<file path="src/rtl/interrupt_sequencer_if.sv">
`default_nettype none
// ============================================================================
// Module      : interrupt_sequencer_if
// Description : Bundle of pipeline-side signals exchanged with the interrupt
//               sequencer.
//               slave  : the sequencer's view (pipeline status in, overrides out)
//               master : the pipeline / stack memory view
//   interrupt, rti_dec, hdu_stall, branch_taken, branch_target, pc_fetch,
//   flags_in, stack_rdata               -> into the sequencer
//   freeze, inject_nop, stack_we, stack_re, stack_wdata, pc_load,
//   pc_load_val, flags_load, flags_out, in_isr, busy -> out of the sequencer
// Revision    : 1.0 - initial release
// ============================================================================
interface interrupt_sequencer_if #(
  parameter int W    = 16,
  parameter int PC_W = 32
);
  // pipeline status
  logic            interrupt;
  logic            rti_dec;
  logic            hdu_stall;
  logic            branch_taken;
  logic [PC_W-1:0] branch_target;
  logic [PC_W-1:0] pc_fetch;
  logic [2:0]      flags_in;
  logic [W-1:0]    stack_rdata;
  // sequencer overrides
  logic            freeze;
  logic            inject_nop;
  logic            stack_we;
  logic            stack_re;
  logic [W-1:0]    stack_wdata;
  logic            pc_load;
  logic [PC_W-1:0] pc_load_val;
  logic            flags_load;
  logic [2:0]      flags_out;
  logic            in_isr;
  logic            busy;

  modport slave (
    input  interrupt, rti_dec, hdu_stall, branch_taken, branch_target,
           pc_fetch, flags_in, stack_rdata,
    output freeze, inject_nop, stack_we, stack_re, stack_wdata, pc_load,
           pc_load_val, flags_load, flags_out, in_isr, busy
  );

  modport master (
    output interrupt, rti_dec, hdu_stall, branch_taken, branch_target,
           pc_fetch, flags_in, stack_rdata,
    input  freeze, inject_nop, stack_we, stack_re, stack_wdata, pc_load,
           pc_load_val, flags_load, flags_out, in_isr, busy
  );
endinterface
`default_nettype wire

</file>
<file path="src/rtl/interrupt_sequencer.sv">
`default_nettype none
// ============================================================================
// Module      : interrupt_sequencer
// Description : Sequences the 5-stage pipeline through hardware interrupt
//               entry (drain, push PC high/low and flags, jump to vector) and
//               RTI return (drain, pop flags / PC low / PC high, reload).
// Ports       : clk  - rising-edge clock
//               rst  - synchronous active-high reset
//               bus  - interrupt_sequencer_if.slave (pipeline status in,
//                      freeze / NOP / stack / PC / flag overrides out)
// Revision    : 1.0 - initial release
// ============================================================================
module interrupt_sequencer #(
  parameter int              W            = 16,
  parameter int              PC_W         = 32,
  parameter int              DRAIN_CYCLES = 3,
  parameter logic [PC_W-1:0] VECTOR       = 32'h0000_0020
) (
  input  wire logic              clk,
  input  wire logic              rst,
  interrupt_sequencer_if.slave   bus
);

  localparam int CNT_W = (DRAIN_CYCLES < 2) ? 1 : $clog2(DRAIN_CYCLES);
  localparam logic [CNT_W-1:0] DRAIN_LAST = CNT_W'(DRAIN_CYCLES - 1);

  // --------------------------------------------------------------------------
  // State encoding
  // --------------------------------------------------------------------------
  localparam logic [3:0] S_IDLE        = 4'd0;
  localparam logic [3:0] S_ENTER_DRAIN = 4'd1;
  localparam logic [3:0] S_PUSH_PCH    = 4'd2;
  localparam logic [3:0] S_PUSH_PCL    = 4'd3;
  localparam logic [3:0] S_PUSH_FLG    = 4'd4;
  localparam logic [3:0] S_VECTOR      = 4'd5;
  localparam logic [3:0] S_RTI_DRAIN   = 4'd6;
  localparam logic [3:0] S_POP_FLG     = 4'd7;
  localparam logic [3:0] S_POP_PCL     = 4'd8;
  localparam logic [3:0] S_POP_PCH     = 4'd9;
  localparam logic [3:0] S_RESUME      = 4'd10;
  localparam logic [3:0] S_RTI_LOAD    = 4'd11;

  logic [3:0]      state_q,       state_d;
  logic            pending_q,     pending_d;
  logic            in_isr_q,      in_isr_d;
  logic [CNT_W-1:0] drain_cnt_q,  drain_cnt_d;
  logic [PC_W-1:0] ret_pc_q,      ret_pc_d;
  logic [2:0]      saved_flags_q, saved_flags_d;

  logic drain_done;
  logic entry_ok;

  assign drain_done = (drain_cnt_q == DRAIN_LAST);
  // Entry from IDLE is postponed by a load-use stall and masked inside a handler.
  assign entry_ok   = pending_q && !in_isr_q && !bus.hdu_stall;

  // --------------------------------------------------------------------------
  // State register
  // --------------------------------------------------------------------------
  always_ff @(posedge clk) begin
    if (rst) begin
      state_q       <= S_IDLE;
      pending_q     <= 1'b0;
      in_isr_q      <= 1'b0;
      drain_cnt_q   <= '0;
      ret_pc_q      <= '0;
      saved_flags_q <= '0;
    end else begin
      state_q       <= state_d;
      pending_q     <= pending_d;
      in_isr_q      <= in_isr_d;
      drain_cnt_q   <= drain_cnt_d;
      ret_pc_q      <= ret_pc_d;
      saved_flags_q <= saved_flags_d;
    end
  end

  // --------------------------------------------------------------------------
  // Next-state and context capture
  // --------------------------------------------------------------------------
  always_comb begin
    state_d       = state_q;
    // A pulse while a request is already latched simply merges into it.
    pending_d     = pending_q | bus.interrupt;
    in_isr_d      = in_isr_q;
    drain_cnt_d   = drain_cnt_q;
    ret_pc_d      = ret_pc_q;
    saved_flags_d = saved_flags_q;

    case (state_q)
      S_IDLE: begin
        // RTI is only honoured inside a handler; entry is masked there, so the
        // two never compete.
        if (bus.rti_dec && in_isr_q) begin
          state_d     = S_RTI_DRAIN;
          drain_cnt_d = '0;
        end else if (entry_ok) begin
          state_d       = S_ENTER_DRAIN;
          drain_cnt_d   = '0;
          pending_d     = 1'b0;
          ret_pc_d      = bus.pc_fetch;
          saved_flags_d = bus.flags_in;
        end
      end

      S_ENTER_DRAIN: begin
        // Instructions still retiring may update the CCR or redirect the PC;
        // the saved context must reflect them.
        saved_flags_d = bus.flags_in;
        if (bus.branch_taken) begin
          ret_pc_d = bus.branch_target;
        end
        if (drain_done) begin
          state_d     = S_PUSH_PCH;
          drain_cnt_d = '0;
        end else begin
          drain_cnt_d = drain_cnt_q + 1'b1;
        end
      end

      S_PUSH_PCH: state_d = S_PUSH_PCL;
      S_PUSH_PCL: state_d = S_PUSH_FLG;
      S_PUSH_FLG: state_d = S_VECTOR;

      S_VECTOR: begin
        in_isr_d = 1'b1;
        state_d  = S_IDLE;
      end

      S_RTI_DRAIN: begin
        if (drain_done) begin
          state_d     = S_POP_FLG;
          drain_cnt_d = '0;
        end else begin
          drain_cnt_d = drain_cnt_q + 1'b1;
        end
      end

      // Read data lags stack_re by one cycle, so each pop's data is captured
      // in the state that follows it.
      S_POP_FLG: state_d = S_POP_PCL;

      S_POP_PCL: begin
        saved_flags_d = bus.stack_rdata[2:0];
        state_d       = S_POP_PCH;
      end

      S_POP_PCH: begin
        ret_pc_d[W-1:0] = bus.stack_rdata;
        state_d         = S_RESUME;
      end

      S_RESUME: begin
        ret_pc_d[PC_W-1:W] = bus.stack_rdata;
        state_d            = S_RTI_LOAD;
      end

      S_RTI_LOAD: begin
        in_isr_d = 1'b0;
        // A request held during the handler is taken back-to-back. The PC being
        // loaded now is exactly what Fetch will hold next, so ret_pc is already
        // the correct return address; hdu_stall is not consulted outside IDLE.
        if (pending_q) begin
          state_d     = S_ENTER_DRAIN;
          drain_cnt_d = '0;
          pending_d   = 1'b0;
        end else begin
          state_d = S_IDLE;
        end
      end

      default: state_d = S_IDLE;
    endcase
  end

  // --------------------------------------------------------------------------
  // Outputs (decoded from registered state only)
  // --------------------------------------------------------------------------
  always_comb begin
    bus.freeze      = 1'b0;
    bus.inject_nop  = 1'b0;
    bus.stack_we    = 1'b0;
    bus.stack_re    = 1'b0;
    bus.stack_wdata = '0;
    bus.pc_load     = 1'b0;
    bus.pc_load_val = '0;
    bus.flags_load  = 1'b0;
    bus.flags_out   = '0;

    case (state_q)
      S_ENTER_DRAIN, S_RTI_DRAIN: begin
        bus.freeze     = 1'b1;
        bus.inject_nop = 1'b1;
      end

      S_PUSH_PCH: begin
        bus.freeze      = 1'b1;
        bus.stack_we    = 1'b1;
        bus.stack_wdata = ret_pc_q[PC_W-1:W];
      end

      S_PUSH_PCL: begin
        bus.freeze      = 1'b1;
        bus.stack_we    = 1'b1;
        bus.stack_wdata = ret_pc_q[W-1:0];
      end

      S_PUSH_FLG: begin
        bus.freeze      = 1'b1;
        bus.stack_we    = 1'b1;
        bus.stack_wdata = {{(W-3){1'b0}}, saved_flags_q};
      end

      S_VECTOR: begin
        bus.freeze      = 1'b1;
        bus.pc_load     = 1'b1;
        bus.pc_load_val = VECTOR;
      end

      S_POP_FLG, S_POP_PCL, S_POP_PCH: begin
        bus.freeze   = 1'b1;
        bus.stack_re = 1'b1;
      end

      // Fetch stays frozen until the restored PC has been loaded.
      S_RESUME: begin
        bus.freeze = 1'b1;
      end

      S_RTI_LOAD: begin
        bus.freeze      = 1'b1;
        bus.pc_load     = 1'b1;
        bus.pc_load_val = ret_pc_q;
        bus.flags_load  = 1'b1;
        bus.flags_out   = saved_flags_q;
      end

      default: ;
    endcase
  end

  assign bus.in_isr = in_isr_q;
  assign bus.busy   = (state_q != S_IDLE);

endmodule
`default_nettype wire
</file>
<file path="src/flat_wrapper.sv">
// flat-port wrapper written by rule: the top's interface ports become plain ports
module interrupt_sequencer_flat 
#(
  parameter int              W            = 16,
  parameter int              PC_W         = 32,
  parameter int              DRAIN_CYCLES = 3,
  parameter logic [PC_W-1:0] VECTOR       = 32'h0000_0020
)
  (clk, rst, bus_interrupt, bus_rti_dec, bus_hdu_stall, bus_branch_taken, bus_branch_target, bus_pc_fetch, bus_flags_in, bus_stack_rdata, bus_freeze, bus_inject_nop, bus_stack_we, bus_stack_re, bus_stack_wdata, bus_pc_load, bus_pc_load_val, bus_flags_load, bus_flags_out, bus_in_isr, bus_busy);
  interrupt_sequencer_if #(.W(W), .PC_W(PC_W)) bus_i ();
  input  wire logic clk;
  input  wire logic rst;
  input wire logic [$bits(bus_i.interrupt)-1:0] bus_interrupt;
  input wire logic [$bits(bus_i.rti_dec)-1:0] bus_rti_dec;
  input wire logic [$bits(bus_i.hdu_stall)-1:0] bus_hdu_stall;
  input wire logic [$bits(bus_i.branch_taken)-1:0] bus_branch_taken;
  input wire logic [$bits(bus_i.branch_target)-1:0] bus_branch_target;
  input wire logic [$bits(bus_i.pc_fetch)-1:0] bus_pc_fetch;
  input wire logic [$bits(bus_i.flags_in)-1:0] bus_flags_in;
  input wire logic [$bits(bus_i.stack_rdata)-1:0] bus_stack_rdata;
  output wire logic [$bits(bus_i.freeze)-1:0] bus_freeze;
  output wire logic [$bits(bus_i.inject_nop)-1:0] bus_inject_nop;
  output wire logic [$bits(bus_i.stack_we)-1:0] bus_stack_we;
  output wire logic [$bits(bus_i.stack_re)-1:0] bus_stack_re;
  output wire logic [$bits(bus_i.stack_wdata)-1:0] bus_stack_wdata;
  output wire logic [$bits(bus_i.pc_load)-1:0] bus_pc_load;
  output wire logic [$bits(bus_i.pc_load_val)-1:0] bus_pc_load_val;
  output wire logic [$bits(bus_i.flags_load)-1:0] bus_flags_load;
  output wire logic [$bits(bus_i.flags_out)-1:0] bus_flags_out;
  output wire logic [$bits(bus_i.in_isr)-1:0] bus_in_isr;
  output wire logic [$bits(bus_i.busy)-1:0] bus_busy;
  assign bus_i.interrupt = bus_interrupt;
  assign bus_i.rti_dec = bus_rti_dec;
  assign bus_i.hdu_stall = bus_hdu_stall;
  assign bus_i.branch_taken = bus_branch_taken;
  assign bus_i.branch_target = bus_branch_target;
  assign bus_i.pc_fetch = bus_pc_fetch;
  assign bus_i.flags_in = bus_flags_in;
  assign bus_i.stack_rdata = bus_stack_rdata;
  assign bus_freeze = bus_i.freeze;
  assign bus_inject_nop = bus_i.inject_nop;
  assign bus_stack_we = bus_i.stack_we;
  assign bus_stack_re = bus_i.stack_re;
  assign bus_stack_wdata = bus_i.stack_wdata;
  assign bus_pc_load = bus_i.pc_load;
  assign bus_pc_load_val = bus_i.pc_load_val;
  assign bus_flags_load = bus_i.flags_load;
  assign bus_flags_out = bus_i.flags_out;
  assign bus_in_isr = bus_i.in_isr;
  assign bus_busy = bus_i.busy;
  interrupt_sequencer #(.W(W), .PC_W(PC_W), .DRAIN_CYCLES(DRAIN_CYCLES), .VECTOR(VECTOR)) u_core (.clk(clk), .rst(rst), .bus(bus_i));
endmodule
</file>
<file path="config.mk">
export PLATFORM = sky130hd
export DESIGN_NAME = interrupt_sequencer_flat
export DESIGN_NICKNAME = d
export VERILOG_FILES = /design/src/rtl/interrupt_sequencer_if.sv /design/src/rtl/interrupt_sequencer.sv /design/src/flat_wrapper.sv
export SDC_FILE = /design/constraint.sdc
export NUM_CORES = 1
export LEC_CHECK = 0
export ABC_CLOCK_PERIOD_IN_PS = 2100
export CAP_MARGIN = 5
export CORE_ASPECT_RATIO = 1.5
export CORE_MARGIN = 4
export CORE_UTILIZATION = 38
export CTS_CLUSTER_SIZE = 20
export DETAILED_ROUTE_END_ITERATION = 10
export HOLD_SLACK_MARGIN = 0.15
export MAX_ROUTING_LAYER = met4
export PLACE_DENSITY = 0.78
export SYNTH_ARGS = -nofsm -noshare
export SYNTH_HDL_FRONTEND = slang
export SYNTH_SLANG_ARGS = --single-unit
</file>
<file path="constraint.sdc">
create_clock -name clk -period 2.1 [get_ports clk]
set_clock_uncertainty 0.2 [all_clocks]
set_input_delay 0.21 -clock clk [delete_from_list [all_inputs] [get_ports clk]]
set_output_delay 0.21 -clock clk [all_outputs]
set_load 0.02 [all_outputs]
</file>
==> flow_metrics.env, run 1 <==
export IMPL_place_gp_congestion=0.970
export IMPL_clock_path_buffers=2
export IMPL_layout_nets=639
export IMPL_synth_distinct_cells=55
export IMPL_clk_pin_slew_worst_paths_ps=60
export IMPL_numClockSinks=43
export IMPL_routed_wl_um=13200
export IMPL_power_frac_seq_pct=27.2
export IMPL_slew_headroom_pct=47.0
export IMPL_finalCritPeriodShare_pct=101
export IMPL_layout_min_cycle_time_ps=2130
export IMPL_p_per_area_nw_per_um2=947
export IMPL_setup_viol=14
export IMPL_switchingPower_mw=2.03
export IMPL_cts_tree="built"
export IMPL_syn_nets=463
export IMPL_grt_util_all_layers_pct=26.7
export IMPL_critPathMaxFanout=11
export IMPL_post_synth_cell_area_avg_um2=8.35
export IMPL_cellLeakagePower_nw=2.16
export IMPL_ys_seq_elements=43
export IMPL_reg2regPathDepth=6
export IMPL_vias_per_cell=5.66
export IMPL_grt_first_pass_wirelength_um=19200
export IMPL_drt_iter0_drc=274
export IMPL_vdd_ir_drop_max_mv=0.489
export IMPL_root_buffer="clkbuf_16"
export IMPL_path_class="reg2reg"
export IMPL_grt_start_max_net_pins=34
export IMPL_final_cell_mix="clkdlybuf4s50_1 (88), nand2_1 (46), buf_4 (43)"
export IMPL_comb_power_share_pct=57.4
export IMPL_layout_cells_most_common="clkdlybuf4s50_1"
export IMPL_drive_above_1_share_pct=33.6
export IMPL_worstSetupStartpointType="flop"
export IMPL_dpl_instance_area_um2=4990
export IMPL_die_w_um=82.0
export IMPL_die_h_um=119
export IMPL_area_growth_pct=66.4
export IMPL_violations="negative setup slack"
export IMPL_ctsHoldBuffers=0
export IMPL_fmaxAchievable_mhz=470
export IMPL_diodes=0
export IMPL_fin_ws_ps=-25.9
export IMPL_whs_path_depth=2
export IMPL_internal_power_mw=2.89
export IMPL_yosysSeqAreaShare_pct=27.6
export IMPL_worstHoldPathType="reg2reg"
export IMPL_die_area_um2=9760
export IMPL_async_flop_share_pct=0
export IMPL_p_sw_share_pct=41.2
export IMPL_drtPass1Iterations=4
export IMPL_io_buffers=147
export IMPL_pre_cts_ws_ps=-221
export IMPL_core_area_um2=8010
export IMPL_ys_warnings_count=0
export IMPL_avgRoutedWirePerCell_um=20.1
export IMPL_critPathArrivalTime_ps=2050
export IMPL_numCtsBuffers=5
export IMPL_status="complete, but fails checks"
export IMPL_io_pins=148
export IMPL_maxSlewViolCount=0
export IMPL_cap_viol_max_count=0
export IMPL_synth_area_um2=3120
export IMPL_p_clk_share_pct=15.4
export IMPL_hold_viol_final=0
export IMPL_crit_path_end_kind="flop"
export IMPL_remaining_drc_errors=0
export IMPL_grt_overflow=0
export IMPL_grt_antenna_before_repair=0
export IMPL_insertion_delay_ps=290
export IMPL_netlist_instances=374
export IMPL_rows=40
export IMPL_design_area_um2=5200
export IMPL_ys_flop_type="dfxtp_1"
export IMPL_fin_cells=656
export IMPL_dp_cells=635
export IMPL_synth_edf_count=0
export IMPL_rsz0062_at_grt="true"
export IMPL_ant_nets=0
export IMPL_worst_ep_required_time_ps=2030
export IMPL_dp_hpwl_um=10000
export IMPL_grt_pass1_vias=3714
export IMPL_htreeDepth=2
export IMPL_start_util_pct=39.0
export IMPL_via_count=3713
export IMPL_worst_pin_slew_ps=795
==> cell type report <==
type	instances	area, µm²
fillers	734	2810
multi-input cells	288	2140
repair buffers	209	1910
flip-flops and latches	43	871
well taps	105	131
clock buffers	6	129
clock inverters	2	12.5
inverters	3	11.3
==> cell usage after synthesis (2+ instances only) <==
library cell | number | area share (%)
nor2b_1 | 3 | 0.60
buf_6 | 3 | 1.1
a2111oi_0 | 2 | 0.56
and3_1 | 34 | 6.8
a211o_1 | 2 | 0.56
o211ai_1 | 6 | 1.4
a22o_1 | 29 | 8.1
a221oi_2 | 10 | 4.8
a31oi_1 | 3 | 0.60
nand2b_1 | 7 | 1.4
inv_1 | 3 | 0.36
mux2i_1 | 20 | 6.4
and2_1 | 2 | 0.40
a21oi_1 | 24 | 3.8
o211ai_2 | 10 | 4.0
nor3_1 | 4 | 0.64
a21oi_2 | 10 | 2.8
dfxtp_1 | 43 | 28
nand2_1 | 46 | 5.5
a22oi_1 | 3 | 0.72
o21ai_1 | 2 | 0.32
a221oi_1 | 6 | 1.7
buf_2 | 18 | 2.9
nor2_1 | 33 | 4.0
clkbuf_1 | 17 | 2.0
nand3_1 | 2 | 0.32
o22a_1 | 2 | 0.56
mux2_2 | 3 | 1.1
==> metal layers <==
layer | vias to the layer above | global-route usage [%] | share of wire, %
met5 | - | - | 0
met4 | 0 | 11.0 | 3.7
met3 | 27 | 4.46 | 7.4
met2 | 178 | 46.9 | 53
met1 | 1758 | 28.9 | 36
li1 | 1750 | - | -
==> power groups by stage <==
| stage | Clock, mW | Combinational [mW] | Sequential, mW |
|---|---|---|---|
| finish | 0.759 | 2.82 | 1.34 |
| global route | 0.805 | 3.03 | 1.35 |
| CTS | 0.773 | 2.65 | 1.32 |
| detailed placement | 0 | 2.63 | 1.33 |
| global placement | 0 | 2.58 | 1.32 |
| floorplan | 0 | 1.55 | 1.21 |
==> stage by stage <==
| stage | utilization, % | setup TNS (ps) | hold slack [ps] | power (mW) |
|---|---|---|---|---|
| 4_1_cts | 64.8 | -779 | 260 | 4.74 |
| 3_3_place_gp | 62.3 | -3990 | 254 | 3.90 |
| 6_report | 64.9 | -73.3 | 277 | 4.92 |
| 5_1_grt | 64.9 | -1620 | 303 | 5.19 |
| 2_1_floorplan | - | 0 | 184 | 2.76 |
| 3_5_place_dp | 62.3 | -5580 | 266 | 3.96 |
==> cells by family after synthesis <==
kind of cell,count (synthesis),share of synthesized area (%)
muxes,23,7.49
AOI/OAI and AO/OA,120,33.6
buffers and inverters,43,7.13
DFF,43,27.6
and+or+nand+nor,145,24.2
==> state kept, by name, summed over array words and instances, names as in the netlist <==
name,flops
u_core.drain_cnt_q,2
u_core.state_q,4
u_core.bus.in_isr,1
u_core.saved_flags_q,3
u_core.ret_pc_q,32
u_core.pending_q,1
==> worst max-delay path, cell delays in order (launching register included) <==
cell      delay, ps
dfxtp_4         360
buf_12          130
or4b_4          480
a211o_1         340
a21oi_4         210
buf_12          160
a221oi_1         80
==> final timing paths <==
| path | start | end | slack, ps |
|---|---|---|---|
| setup reg to reg | u_core.state_q[0]$_SDFFE_PP0P_ | u_core.ret_pc_q[19]$_SDFFE_PP0P_ | -30 |
| setup / recovery | u_core.state_q[0]$_SDFFE_PP0P_ | u_core.ret_pc_q[19]$_SDFFE_PP0P_ | -30 |
| hold / removal | u_core.ret_pc_q[3]$_SDFFE_PP0P_ | u_core.ret_pc_q[3]$_SDFFE_PP0P_ | 280 |
| hold reg to reg | u_core.ret_pc_q[3]$_SDFFE_PP0P_ | u_core.ret_pc_q[3]$_SDFFE_PP0P_ | 280 |
==> repair_timing <==
action	in CTS	in global routing
pin swaps	5	12
cloned	1	3
buffers inserted	0	9
resized for setup	143	76
hold endpoints to repair	0	0
setup endpoints to repair	75	90
Power figures use the tool's default switching activity.
==> run 2: changes to the inputs <==
--- a/config.mk
+++ b/config.mk
@@ -13,7 +13,6 @@
 export CTS_CLUSTER_SIZE = 20
 export DETAILED_ROUTE_END_ITERATION = 10
 export HOLD_SLACK_MARGIN = 0.15
-export MAX_ROUTING_LAYER = met4
 export PLACE_DENSITY = 0.78
 export SYNTH_ARGS = -nofsm -noshare
 export SYNTH_HDL_FRONTEND = slang
==> flow_metrics.env, run 2 (synthesis gave the netlist of run 1 again) <==
export IMPL_final_cell_mix="clkdlybuf4s50_1 (88), nand2_1 (46), buf_4 (45)"
export IMPL_fin_cells=654
export IMPL_crit_path_end_kind="flop"
export IMPL_ctsHoldBuffers=0
export IMPL_dp_hpwl_um=9980
export IMPL_max_stage_delay_ps=540
export IMPL_drtPass1Iterations=5
export IMPL_worst_pin_slew_ps=745
export IMPL_area_growth_pct=67.6
export IMPL_clk_pin_slew_worst_paths_ps=70
export IMPL_largest_reg_flops=32
export IMPL_nFillCells=701
export IMPL_cts_tree="built"
export IMPL_layout_nets=637
export IMPL_via_count=3823
export IMPL_critPathMaxFanout=8
export IMPL_hold_viol_final=0
export IMPL_grt_start_max_net_pins=34
export IMPL_routed_wl_um=13700
export IMPL_root_buffer="clkbuf_16"
export IMPL_grt_first_pass_wirelength_um=20000
export IMPL_p_per_area_nw_per_um2=987
export IMPL_path_buf_inv=2
export IMPL_grt_pass1_vias=3849
export IMPL_seqCellArea_um2=867
export IMPL_htreeDepth=2
export IMPL_tns_ps=-333
export IMPL_ant_nets=0
export IMPL_place_gp_congestion=1.00
export IMPL_cap_viol_max_count=0
export IMPL_worst_ep_required_time_ps=2060
export IMPL_layout_cells_most_common="clkdlybuf4s50_1"
export IMPL_die_w_um=82.0
export IMPL_vdd_ir_drop_max_mv=0.578
export IMPL_worstHoldPathType="reg2reg"
export IMPL_layout_min_cycle_time_ps=2140
export IMPL_fin_total_pwr_mw=5.16
export IMPL_fmaxAchievable_mhz=467
export IMPL_worstSetupStartpointType="flop"
export IMPL_multi_input_area_um2=2210
export IMPL_io_pins=148
export IMPL_clock_path_buffers=2
export IMPL_fin_ws_ps=-39.7
export IMPL_rows=40
export IMPL_avgRoutedWirePerCell_um=20.9
export IMPL_path_cells="buf_12, or4b_4, a211o_1, a21oi_4, clkbuf_16, a221oi_2"
export IMPL_path_class="reg2reg"
export IMPL_top_register="u_core.ret_pc_q"
export IMPL_maxSlewViolCount=0
export IMPL_start_util_pct=39.0
export IMPL_finalCritPeriodShare_pct=102
export IMPL_slew_headroom_pct=50.3
export IMPL_grt_util_all_layers_pct=26.9
export IMPL_grt_overflow=0
export IMPL_die_area_um2=9760
export IMPL_violations="negative setup slack"
export IMPL_dpl_instance_area_um2=4990
export IMPL_numClockSinks=43
export IMPL_core_area_um2=8010
export IMPL_io_buffers=147
export IMPL_cellLeakagePower_nw=2.16
export IMPL_critPathArrivalTime_ps=2100
export IMPL_design_area_um2=5240
export IMPL_top_regs="u_core.ret_pc_q (32), u_core.state_q (4), u_core.saved_flags_q (3)"
export IMPL_setup_viol=11
export IMPL_vias_per_cell=5.85
export IMPL_critical_path_top_delay_family="compound AO/OA/AOI/OAI gates"
export IMPL_die_h_um=119
export IMPL_insertion_delay_ps=290
export IMPL_status="complete, but fails checks"
export IMPL_drt_iter0_drc=405
export IMPL_cp_slowest_cell="or4b_4"
export IMPL_remaining_drc_errors=0
export IMPL_whs_ps=277
export IMPL_rsz0062_at_grt="true"
export IMPL_grt_antenna_before_repair=0
export IMPL_dp_cells=636
export IMPL_diodes=0
export IMPL_drive_above_1_share_pct=33.9
export IMPL_numCtsBuffers=5
-- run 2: cell types whose count changed in the layout (fill, tap and decap cells not counted), sizes merged --
| cell | previous run | this run |
|---|---|---|
| clkdlybuf4s15 | 11 | 9 |
| clkbuf | 41 | 48 |
| clkinvlp | 1 | 0 |
| buf | 73 | 67 |
| dlymetal6s2s | 1 | 0 |
| bufinv | 0 | 1 |
-- run 2: path summary, 6_finish.rpt --
check / from / end / slack (ps) / cells past startpoint
hold reg to reg: u_core.ret_pc_q[1]$_SDFFE_PP0P_ / u_core.ret_pc_q[1]$_SDFFE_PP0P_ / 280 / 2
hold / removal: u_core.ret_pc_q[1]$_SDFFE_PP0P_ / u_core.ret_pc_q[1]$_SDFFE_PP0P_ / 280 / 2
setup reg to reg: u_core.state_q[0]$_SDFFE_PP0P_ / u_core.ret_pc_q[23]$_SDFFE_PP0P_ / -40 / 6
setup / recovery: u_core.state_q[0]$_SDFFE_PP0P_ / u_core.ret_pc_q[23]$_SDFFE_PP0P_ / -40 / 6
-- run 2: power breakdown --
group	internal [mW]	total, mW	switching (mW)
clock network	0.592	0.922	0.330
logic	1.39	2.91	1.52
registers	1.06	1.33	0.271
-- run 2: per-layer routing --
metal	share of wire, %	global-route usage, %	routed length (µm)	up-vias
li1	-	-	-	1745
met1	34	29.2	4680	1792
met2	51	48.2	7020	240
met3	8.9	5.30	1220	46
met4	5.5	12.4	748	0
met5	0	0	0	-
-- run 2: cell type report --
type                            count  share of cell area (%)
Tap cell                          105                    2.51
Clock inverter                      2                   0.669
Timing Repair Buffer              207                    35.2
Clock buffer                        6                    2.65
Sequential cell                    43                    16.6
Inverter                            3                   0.215
Multi-Input combinational cell    288                    42.2
-- run 2: through the flow --
step	util (%)	worst slack, ps
after floorplan	-	6.58
after CTS	65.8	-37.6
final	65.4	-39.7
after detailed placement	62.3	-223
after global routing	65.4	-101
after global placement	62.3	-124
-- run 2: worst register-to-register path, delay by kind of cell, from the launching register on --
kind	cells	cell delay, ps
AOI/OAI and AO/OA	3	590
and+or+nand+nor	1	540
buffers and inverters	2	340
DFF	1	360
-- run 2: what timing repair did --
item | in CTS | in global routing
resized for setup | 139 | 80
endpoints found under the setup margin | 79 | 89
cloned | 2 | 2
pin swaps | 4 | 28
setup buffers | 3 | 3
